===== src/rtl/inst_seq_pkg.sv =====
// Shared types and constants for the instruction sequencer.
// Optional step mode is selected with the INST_SEQ_STEP_MODE_EN macro.
package inst_seq_pkg;

  localparam int unsigned INST_W = 20;
  localparam int unsigned RES_W  = 32;

  // Instruction word fields, kept for debug views and layout checks
  localparam int unsigned OP_HI  = 19;
  localparam int unsigned OP_LO  = 18;
  localparam int unsigned DST_HI = 17;
  localparam int unsigned DST_LO = 13;
  localparam int unsigned FN_HI  = 12;
  localparam int unsigned FN_LO  = 10;
  localparam int unsigned SRA_HI = 9;
  localparam int unsigned SRA_LO = 5;
  localparam int unsigned SRB_HI = 4;
  localparam int unsigned SRB_LO = 0;

  typedef enum logic [2:0] {
    S_IDLE = 3'd0,
    S_WAIT = 3'd1,
    S_OUT  = 3'd2,
    S_DONE = 3'd3
`ifdef INST_SEQ_STEP_MODE_EN
    ,
    S_HOLD = 3'd4
`endif
  } state_e;

endpackage


===== src/rtl/inst_seq_pmem.sv =====
// Program buffer: DEPTH x INST_W registers, one synchronous write port,
// one asynchronous read port. Contents are deliberately not reset.
module inst_seq_pmem
  import inst_seq_pkg::*;
#(
  parameter int unsigned DEPTH = 16,
  parameter int unsigned AW    = 4
) (
  input  logic              clk,
  input  logic              we,
  input  logic [AW-1:0]     waddr,
  input  logic [INST_W-1:0] wdata,
  input  logic [AW-1:0]     raddr,
  output logic [INST_W-1:0] rdata_c
);

  logic [INST_W-1:0] mem [DEPTH];

  always_ff @(posedge clk) begin
    if (we) mem[waddr] <= wdata;
  end

  assign rdata_c = mem[raddr];

endmodule


===== src/rtl/inst_seq_ctrl.sv =====
// Program sequencer: issues buffered instructions to the datapath, waits LAT
// cycles, and hands each result out on a valid/ready port. INST_SEQ_STEP_MODE_EN adds step.
module inst_seq_ctrl
  import inst_seq_pkg::*;
#(
  parameter int unsigned DEPTH = 16,
  parameter int unsigned AW    = 4,
  parameter int unsigned LAT   = 1
) (
  input  logic              clk,
  input  logic              rst_n,
  input  logic              load_we,
  input  logic [AW-1:0]     load_addr,
  input  logic [INST_W-1:0] load_data,
  input  logic [AW:0]       prog_len,
  input  logic              start,
`ifdef INST_SEQ_STEP_MODE_EN
  input  logic              step,
`endif
  output logic              busy,
  output logic              done,
  output logic [INST_W-1:0] instruccion,
  output logic              inst_valid,
  input  logic [RES_W-1:0]  alu_result,
  output logic              res_valid,
  output logic [RES_W-1:0]  res_data,
  output logic [AW-1:0]     res_idx,
  input  logic              res_ready
);

  localparam int unsigned   CW       = 3;
  localparam logic [AW:0]   MAX_LEN  = (AW+1)'(DEPTH);
  localparam logic [CW-1:0] CNT_INIT = CW'(LAT - 1);

  // Elaboration-time sanity checks on parameters and the instruction layout
  if ((LAT == 0) || (LAT > 7)) begin : g_bad_lat
    $error("inst_seq_ctrl: LAT must be in 1..7");
  end
  if (DEPTH != (2 ** AW)) begin : g_bad_depth
    $error("inst_seq_ctrl: DEPTH must equal 2**AW");
  end
  if ((OP_HI != INST_W - 1) || (OP_LO != DST_HI + 1) || (DST_LO != FN_HI + 1) ||
      (FN_LO != SRA_HI + 1) || (SRA_LO != SRB_HI + 1) || (SRB_LO != 0)) begin : g_bad_fields
    $error("inst_seq_ctrl: instruction fields do not tile INST_W");
  end

  state_e            state, state_d;
  logic [AW-1:0]     pc, pc_d;
  logic [CW-1:0]     cnt, cnt_d;
  logic [AW:0]       len, len_d;
  logic              busy_d, done_d, inst_valid_d, res_valid_d;
  logic [INST_W-1:0] instruccion_d;
  logic [RES_W-1:0]  res_data_d;
  logic [AW-1:0]     res_idx_d;
  logic [AW-1:0]     mem_raddr_c;
  logic [INST_W-1:0] mem_rdata_c;
  logic              mem_we_c, last_c, advance_c;

  // Read port points at entry 0 while idle, otherwise at the next entry
  assign mem_raddr_c = (state == S_IDLE) ? '0 : pc + AW'(1);
  assign mem_we_c    = load_we && (state == S_IDLE);
  assign last_c      = ({1'b0, pc} == (len - (AW+1)'(1)));

  inst_seq_pmem #(
    .DEPTH (DEPTH),
    .AW    (AW)
  ) u_pmem (
    .clk     (clk),
    .we      (mem_we_c),
    .waddr   (load_addr),
    .wdata   (load_data),
    .raddr   (mem_raddr_c),
    .rdata_c (mem_rdata_c)
  );

  always_comb begin
    state_d       = state;
    pc_d          = pc;
    cnt_d         = cnt;
    len_d         = len;
    busy_d        = busy;
    done_d        = 1'b0;
    instruccion_d = instruccion;
    inst_valid_d  = inst_valid;
    res_valid_d   = res_valid;
    res_data_d    = res_data;
    res_idx_d     = res_idx;
    advance_c     = 1'b0;

    case (state)
      S_IDLE: begin
        if (start) begin
          if (prog_len == '0) begin
            done_d  = 1'b1;
            state_d = S_DONE;
          end else begin
            len_d         = (prog_len > MAX_LEN) ? MAX_LEN : prog_len;
            pc_d          = '0;
            instruccion_d = mem_rdata_c;
            inst_valid_d  = 1'b1;
            busy_d        = 1'b1;
            cnt_d         = CNT_INIT;
            state_d       = S_WAIT;
          end
        end
      end
      S_WAIT: begin
        if (cnt == '0) begin
          res_data_d  = alu_result;
          res_idx_d   = pc;
          res_valid_d = 1'b1;
          state_d     = S_OUT;
        end else begin
          cnt_d = cnt - CW'(1);
        end
      end
      S_OUT: begin
        if (res_ready) begin
          res_valid_d = 1'b0;
          if (last_c) begin
            inst_valid_d = 1'b0;
            done_d       = 1'b1;
            state_d      = S_DONE;
          end else begin
`ifdef INST_SEQ_STEP_MODE_EN
            state_d = S_HOLD;
`else
            advance_c = 1'b1;
`endif
          end
        end
      end
`ifdef INST_SEQ_STEP_MODE_EN
      S_HOLD: advance_c = step;
`endif
      S_DONE: begin
        busy_d  = 1'b0;
        state_d = S_IDLE;
      end
      default: state_d = S_IDLE;
    endcase

    // Issue the following entry; pc never wraps because last_c stops the run
    if (advance_c) begin
      pc_d          = pc + AW'(1);
      instruccion_d = mem_rdata_c;
      cnt_d         = CNT_INIT;
      state_d       = S_WAIT;
    end
  end

  always_ff @(posedge clk or negedge rst_n) begin
    if (!rst_n) begin
      state       <= S_IDLE;
      pc          <= '0;
      cnt         <= '0;
      len         <= '0;
      busy        <= 1'b0;
      done        <= 1'b0;
      instruccion <= '0;
      inst_valid  <= 1'b0;
      res_valid   <= 1'b0;
      res_data    <= '0;
      res_idx     <= '0;
    end else begin
      state       <= state_d;
      pc          <= pc_d;
      cnt         <= cnt_d;
      len         <= len_d;
      busy        <= busy_d;
      done        <= done_d;
      instruccion <= instruccion_d;
      inst_valid  <= inst_valid_d;
      res_valid   <= res_valid_d;
      res_data    <= res_data_d;
      res_idx     <= res_idx_d;
    end
  end

endmodule


===== config.mk =====
export PLATFORM = sky130hd
export DESIGN_NAME = inst_seq_ctrl
export DESIGN_NICKNAME = d
export VERILOG_FILES = /design/src/rtl/inst_seq_pkg.sv /design/src/rtl/inst_seq_pmem.sv /design/src/rtl/inst_seq_ctrl.sv
export SDC_FILE = /design/constraint.sdc
export NUM_CORES = 1
export LEC_CHECK = 0
export CAP_MARGIN = 25
export CORE_UTILIZATION = 35
export CTS_CLUSTER_DIAMETER = 30
export DETAILED_ROUTE_END_ITERATION = 6
export GPL_ROUTABILITY_DRIVEN = 0
export PLACE_DENSITY = 0.5
export SLEW_MARGIN = 25
export SYNTH_ARGS = -nofsm -noshare
export SYNTH_HDL_FRONTEND = slang
export SYNTH_SLANG_ARGS = --single-unit

===== constraint.sdc =====
create_clock -name clk -period 4.9 [get_ports clk]
set_input_delay 0.735 -clock clk [delete_from_list [all_inputs] [get_ports clk]]
set_output_delay 0.735 -clock clk [all_outputs]
set_load 0.1 [all_outputs]

* After elaboration in Yosys (flattened, before gate mapping) *
Memories as Yosys holds them, arrays and structs flattened.
Cells that the tools add are included.

word-level totals
  bits in registers = 75
  RAM bits = 320
  word-level logic and storage cells = 92
  memories kept = 1

cells by class
  $add $sub $neg = 3
  $lt $le $gt $ge = 1
  equality and inequality tests = 16
  mux-type cells = 41
  bitwise gates (word level) = 1
  reduce and logical (&&, ||, !) cells = 18

memory list
  memory      depth  bits a word  read ports  clocked after Yosys merged registers in  write ports  line                 text
  u_pmem.mem  16     20           1           0                                        1            inst_seq_pmem.sv:17  logic [INST_W-1:0] mem [DEPTH];

operator list
  cell                 number
  $mux 20              4
  $mux 3               9
  $mux 4               5
  $ne 3x3->1 const B   6
  $mux 1               15
  $ne 2x2->1 const B   6
  $reduce_and 3->1     4
  $reduce_bool 2->1    5
  $pmux 3 s3           1
  $pmux 1 s2           4
  $reduce_and 4->1     2
  $eq 3x2->1 const B   2
  $logic_not 3->1      2
  $pmux 3 s2           1
  $eq 4x5->1           1
  $gt 5x5->1 const B   1
  $logic_not 5->1      1
  $mux 5               1
  $reduce_and 5->1     1
  $sub 5x1->5 const B  1
  $add 4x1->4 const B  1
  $eq 3x1->1 const B   1
  $reduce_bool 3->1    1
  $sub 3x1->3 const B  1
  other kinds (4)      4

* Depth between registers and ports, before layout *
  word-level depth = 7
  gate-level depth with buffers = 10
  gate-level depth less buffers = 7

* By module *
From an unflattened synthesis, not the netlist that was laid out.

unflattened totals
  cell total of the unflattened synthesis = 766
  area total of the unflattened synthesis = 15482.3 um^2

by module, submodules not included
  module         times used  cells an instance  area each (um^2)
  inst_seq_pmem  1           513                12130.4
  inst_seq_ctrl  1           253                3352.0

* Worst setup path after synthesis *
Ideal clock, no wire load.

  path type = register -> register
  start point = register state[0]
  end point = memory u_pmem.mem[0][0] (enable)
  arrival = 3121 ps
  required time = 4478 ps
  slack = 1357 ps
  stages on the path, launching flop included = 9
  path buffers = 3
  period minus slack after synthesis = 3543 ps
  cells stage by stage = dfrtp_1 > inv_1 > ha_1 > buf_6 > buf_2 > buf_1 > nand2_1 > or3_1 > nor3_1

on the way
  longest elaborated chain between the ends = 4

RTL lines
  what                          line                  text
  start, declared               inst_seq_ctrl.sv:47   state_e state, state_d;
  start signal, assigned        inst_seq_ctrl.sv:166  state <= state_d;
  $logic_not 3->1               inst_seq_ctrl.sv:61   assign mem_we_c = load_we && (state == S_IDLE);
  $logic_and 1x1->1             inst_seq_ctrl.sv:61
  $mux 1                        inst_seq_pmem.sv:20   if (we) mem[waddr] <= wdata;
  $mux 1 (implied by the code)  inst_seq_pmem.sv:20
  end, declared                 inst_seq_pmem.sv:17

No other way between the ends.

* Worst setup path after layout *
  start point = register pc[0]
  end point = register instruccion[10]

on the way
  longest elaborated chain between the ends = 7
  elaborated cells on any way between the ends = 15
  classes of those cells = add/sub (1); eq/ne (2); mux (8); reduce/logical (3); memory (1)

RTL lines
  what                    line                  text
  start, declared         inst_seq_ctrl.sv:48   logic [AW-1:0] pc, pc_d;
  start signal, assigned  inst_seq_ctrl.sv:167  pc <= pc_d;
  $add 4x1->4             inst_seq_ctrl.sv:60   assign mem_raddr_c = (state == S_IDLE) ? '0 : pc + AW'(1);
  $mux 4                  inst_seq_ctrl.sv:60
  $mem_v2 16x20           --
  $mux 20                 inst_seq_ctrl.sv:93   if (prog_len == '0) begin
  $mux 20                 inst_seq_ctrl.sv:92   if (start) begin
  $mux 20                 inst_seq_ctrl.sv:90   case (state)
  $mux 20                 inst_seq_ctrl.sv:144  if (advance_c) begin
  end signal, assigned    inst_seq_ctrl.sv:172  instruccion <= instruccion_d;
  end, declared           inst_seq_ctrl.sv:22   output logic [INST_W-1:0] instruccion,

Several ways; a longest one is shown, not always the timed one. The select of a mux whose other input is x is not followed.
A chain may end at the register's enable or synchronous reset.

==> summary.md <==
| Metric | Value |
|---|---|
| Final #Nets | 1332 |
| Worst r2r src | pc[0] |
| Final Setup Violations | 0 |
| Net switching power | 5.80 mW |
| Initial antenna violation count | 0 |
| Chip Width | 219 um |
| Slew headroom | 0.301 |
| Router iterations before antenna repair | 5 |
| Row count | 78 |
| Internal Pwr Total | 9.79 mW |
| Via Count | 10100 |
| Max Slew Vio Count | 0 |
| Cells after synthesis | 1075 |
| Syn_area_per_cell | 15.3 um2 |
| Classification of the worst setup path | reg2reg |
| Via/cell ratio | 5.25 |
| Synth unique cells | 61 |
| Req. time, crit path | 5.39 ns |
| Routed WL | 44700 um |
| Post-Syn Nets | 1150 |
| Async SR Flop Fraction | 0.188 |
| Arr. time, crit path | 3.83 ns |
| Vias in the first global route | 10600 |
| Status | finished clean |
| Power share of the combinational group | 0.349 |
| Total power | 15.6 mW |
| Worst-path maximum fanout | 55 |
| IO Port Bufs | 125 |
| Synth warnings | 0 |
| Startpoint Class | flop |
| Maximum VDD drop | 0.550 mV |
| Final instance area | 0.0216 mm2 |
| Post-synth EDFFs | 320 |
| Seq/Total Area, Yosys | 0.698 |
| H-tree depth | 3 |
| Post-cts hold buffer count | 0 |
| Dpl cells | 1763 |
| Setup repair bufs after CTS | 0 |
| Starting Density | 0.359 |
| Remaining antenna violation count | 0 |
| Clock skew | 0.0213 ns |
| Inserted Clock Buffers | 91 |
| Largest net degree at the start of global routing | 56 |
| Diodes inserted | 0 |
| RSZ-0062 raised after global routing | no |
| I/O pins | 126 |
| P_leak | 7.38 nW |
| Clock buffer depth | 3 |
| Fin. Hold Viols | 0 |
| Root buf cell | clkbuf_16 |
| R2R setup slack | 1.56 ns |
| Die area | 0.0478 mm2 |
| Synthesized cell area | 0.0164 mm2 |
| Core box area | 0.0458 mm2 |
| Clk pwr share | 0.380 |
| Hold Crit Class | in2async |
| Setup Total Neg Slack | 0 ns |
| Cell Pwr Density | 723 mW/mm2 |
| Most common cell after layout, fill and taps aside | edfxtp_1 |
| Later-pin clock latency in the skew report | 0.61 ns |
| Maximum capacitance violations | 0 |
| First-pass GRT wire length | 66800 um |
| Clock-pin slew on the worst setup and hold paths | 0.05 ns |
| Switching portion of total power | 0.372 |
| Grt ovf | 0 |
| Seq pwr share | 0.271 |
| Post-CTS Resized | 0 |
| Final std cells w/o fill | 1932 |
| CTS tree | yes |
| Residual DRC | 0 |
| Setup crit end kind | flop |
| Worst Reg-to-Reg Cells | 7 |
| Top FF cell, synth | edfxtp_1 |
| Max Freq | 299 MHz |
| Area grow syn2layout | 31.4% |
| Minimum clock period | 3.34 ns |
| Fill count | 4011 |
| Total GRT Usage | 0.191 |
| FF-to-FF End | instruccion[10] |
| Clk sinks | 394 |
| Worst-margin pin slew | 1.04 ns |
| Flops & latches, synth | 394 |
| Crit share post-route | 0.682 |
| Wire per inst | 23.2 um |
| Detailed placer's ending HPWL | 25100 um |
| Die Ht | 219 um |
| Post-DP Area | 0.0185 mm2 |
| Most frequent cells in the layout | edfxtp_1 (320), clkdlybuf4s50_1 (124), clkbuf_16 (93), mux2_2 (74), dfrtp_1 (73) |
| Share of cells above drive strength 1 | 0.235 |
| Initial drt markers | 812 |
routing by layer:
layer | vias to the layer above | wire, um | GRT usage
met5 | - | 0 | 0
met4 | 0 | 1550 | 0.0828
met2 | 312 | 21300 | 0.306
li1 | 4618 | - | -
met3 | 99 | 2310 | 0.0440
met1 | 5112 | 19500 | 0.248
area by class of cell:
| cell class | instances | area (um2) | area share |
|---|---|---|---|
| Sequential cell | 394 | 11500 | 0.532 |
| Multi-Input combinational cell | 595 | 4670 | 0.217 |
| Clock buffer | 105 | 2400 | 0.111 |
| Timing Repair Buffer | 161 | 1560 | 0.0725 |
| Tap cell | 600 | 751 | 0.0348 |
| Clock inverter | 63 | 659 | 0.0306 |
| Inverter | 14 | 52.6 | 0.00244 |
state kept, by name (all words and copies together) (netlist names), 2 cells and up:
signal,flops
u_pmem.mem,320
res_data,32
res_idx,4
cnt,3
pc,4
len,5
instruccion,20
state,2
cell families (layout without fill, tap and decap cells):
group           count (synthesis)  after routing  synth area share
flops                         394            394             0.698
simple gates                  223            223            0.0675
compound gates                222            222            0.0975
mux                           135            135             0.102
buf+inv                        86            343            0.0239
fa+ha+maj                       9              9           0.00686
xor+xnor                        6              6           0.00366
cell usage after synthesis (2+ instances only):
cell type	count	area (um2)
buf_6	2	22.5
o21ai_0	54	270
or2_0	19	119
mux2_2	74	833
mux2i_1	42	420
buf_1	6	22.5
a2bb2oi_1	22	193
xnor2_1	2	17.5
a22o_1	2	17.5
dfrtp_1	74	1850
or2_2	2	12.5
mux4_2	19	428
nand2b_1	8	50.1
edfxtp_1	320	9610
nand2_1	68	255
o22ai_1	39	244
clkbuf_1	37	139
nand3b_1	3	22.5
buf_2	18	90.1
nand3_1	5	25.0
nor2b_1	22	138
xor2_1	3	26.3
nor2_1	40	150
a21oi_1	4	20.0
or3_1	2	12.5
o2111ai_1	21	184
buf_4	8	60.1
a31oi_1	2	12.5
nand4_1	20	125
ha_1	9	113
o211ai_1	41	308
a211o_1	20	175
inv_1	13	48.8
nor3_1	27	135
per-stage QoR:
stage | hold slack [ns] | worst slack (ns) | utilization
CTS | 0.165 | 1.53 | 0.470
global route | 0.179 | 1.35 | 0.471
detailed placement | 0.471 | 1.56 | 0.404
floorplan | 0.439 | 1.36 | -
finish | 0.166 | 1.56 | 0.471
global placement | 0.462 | 1.60 | 0.403
worst max-delay path, stage by stage, from the launching register on:
cell and delay (ns):
dfrtp_4 0.80, buf_4 0.66, buf_4 0.70, mux2_2 0.41
o22ai_1 0.11, a211o_1 0.13, nand4_1 0.09, mux2_2 0.27
worst max-delay path by stage:
stage,slack (ns),from,to,cells after the start
5_1_grt,1.35,pc[0],instruccion[10],7
3_3_place_gp,1.60,pc[0],instruccion[15],7
6_report,1.56,pc[0],instruccion[10],7
2_1_floorplan,1.36,state[0],u_pmem.mem[0][0],8
4_1_cts,1.53,pc[0],instruccion[10],7
3_5_place_dp,1.56,pc[0],instruccion[10],7
power groups by stage:
| stage | clock, mW | sequential, mW | combinational [mW] |
|---|---|---|---|
| 2_1_floorplan | 0 | 5.87 | 2.36 |
| 3_3_place_gp | 0 | 4.27 | 5.42 |
| 3_5_place_dp | 0 | 4.28 | 5.47 |
| 4_1_cts | 6.02 | 4.23 | 5.48 |
| 5_1_grt | 6.20 | 4.26 | 5.77 |
| 6_report | 5.92 | 4.22 | 5.45 |
(Power assumes the default switching activity.)
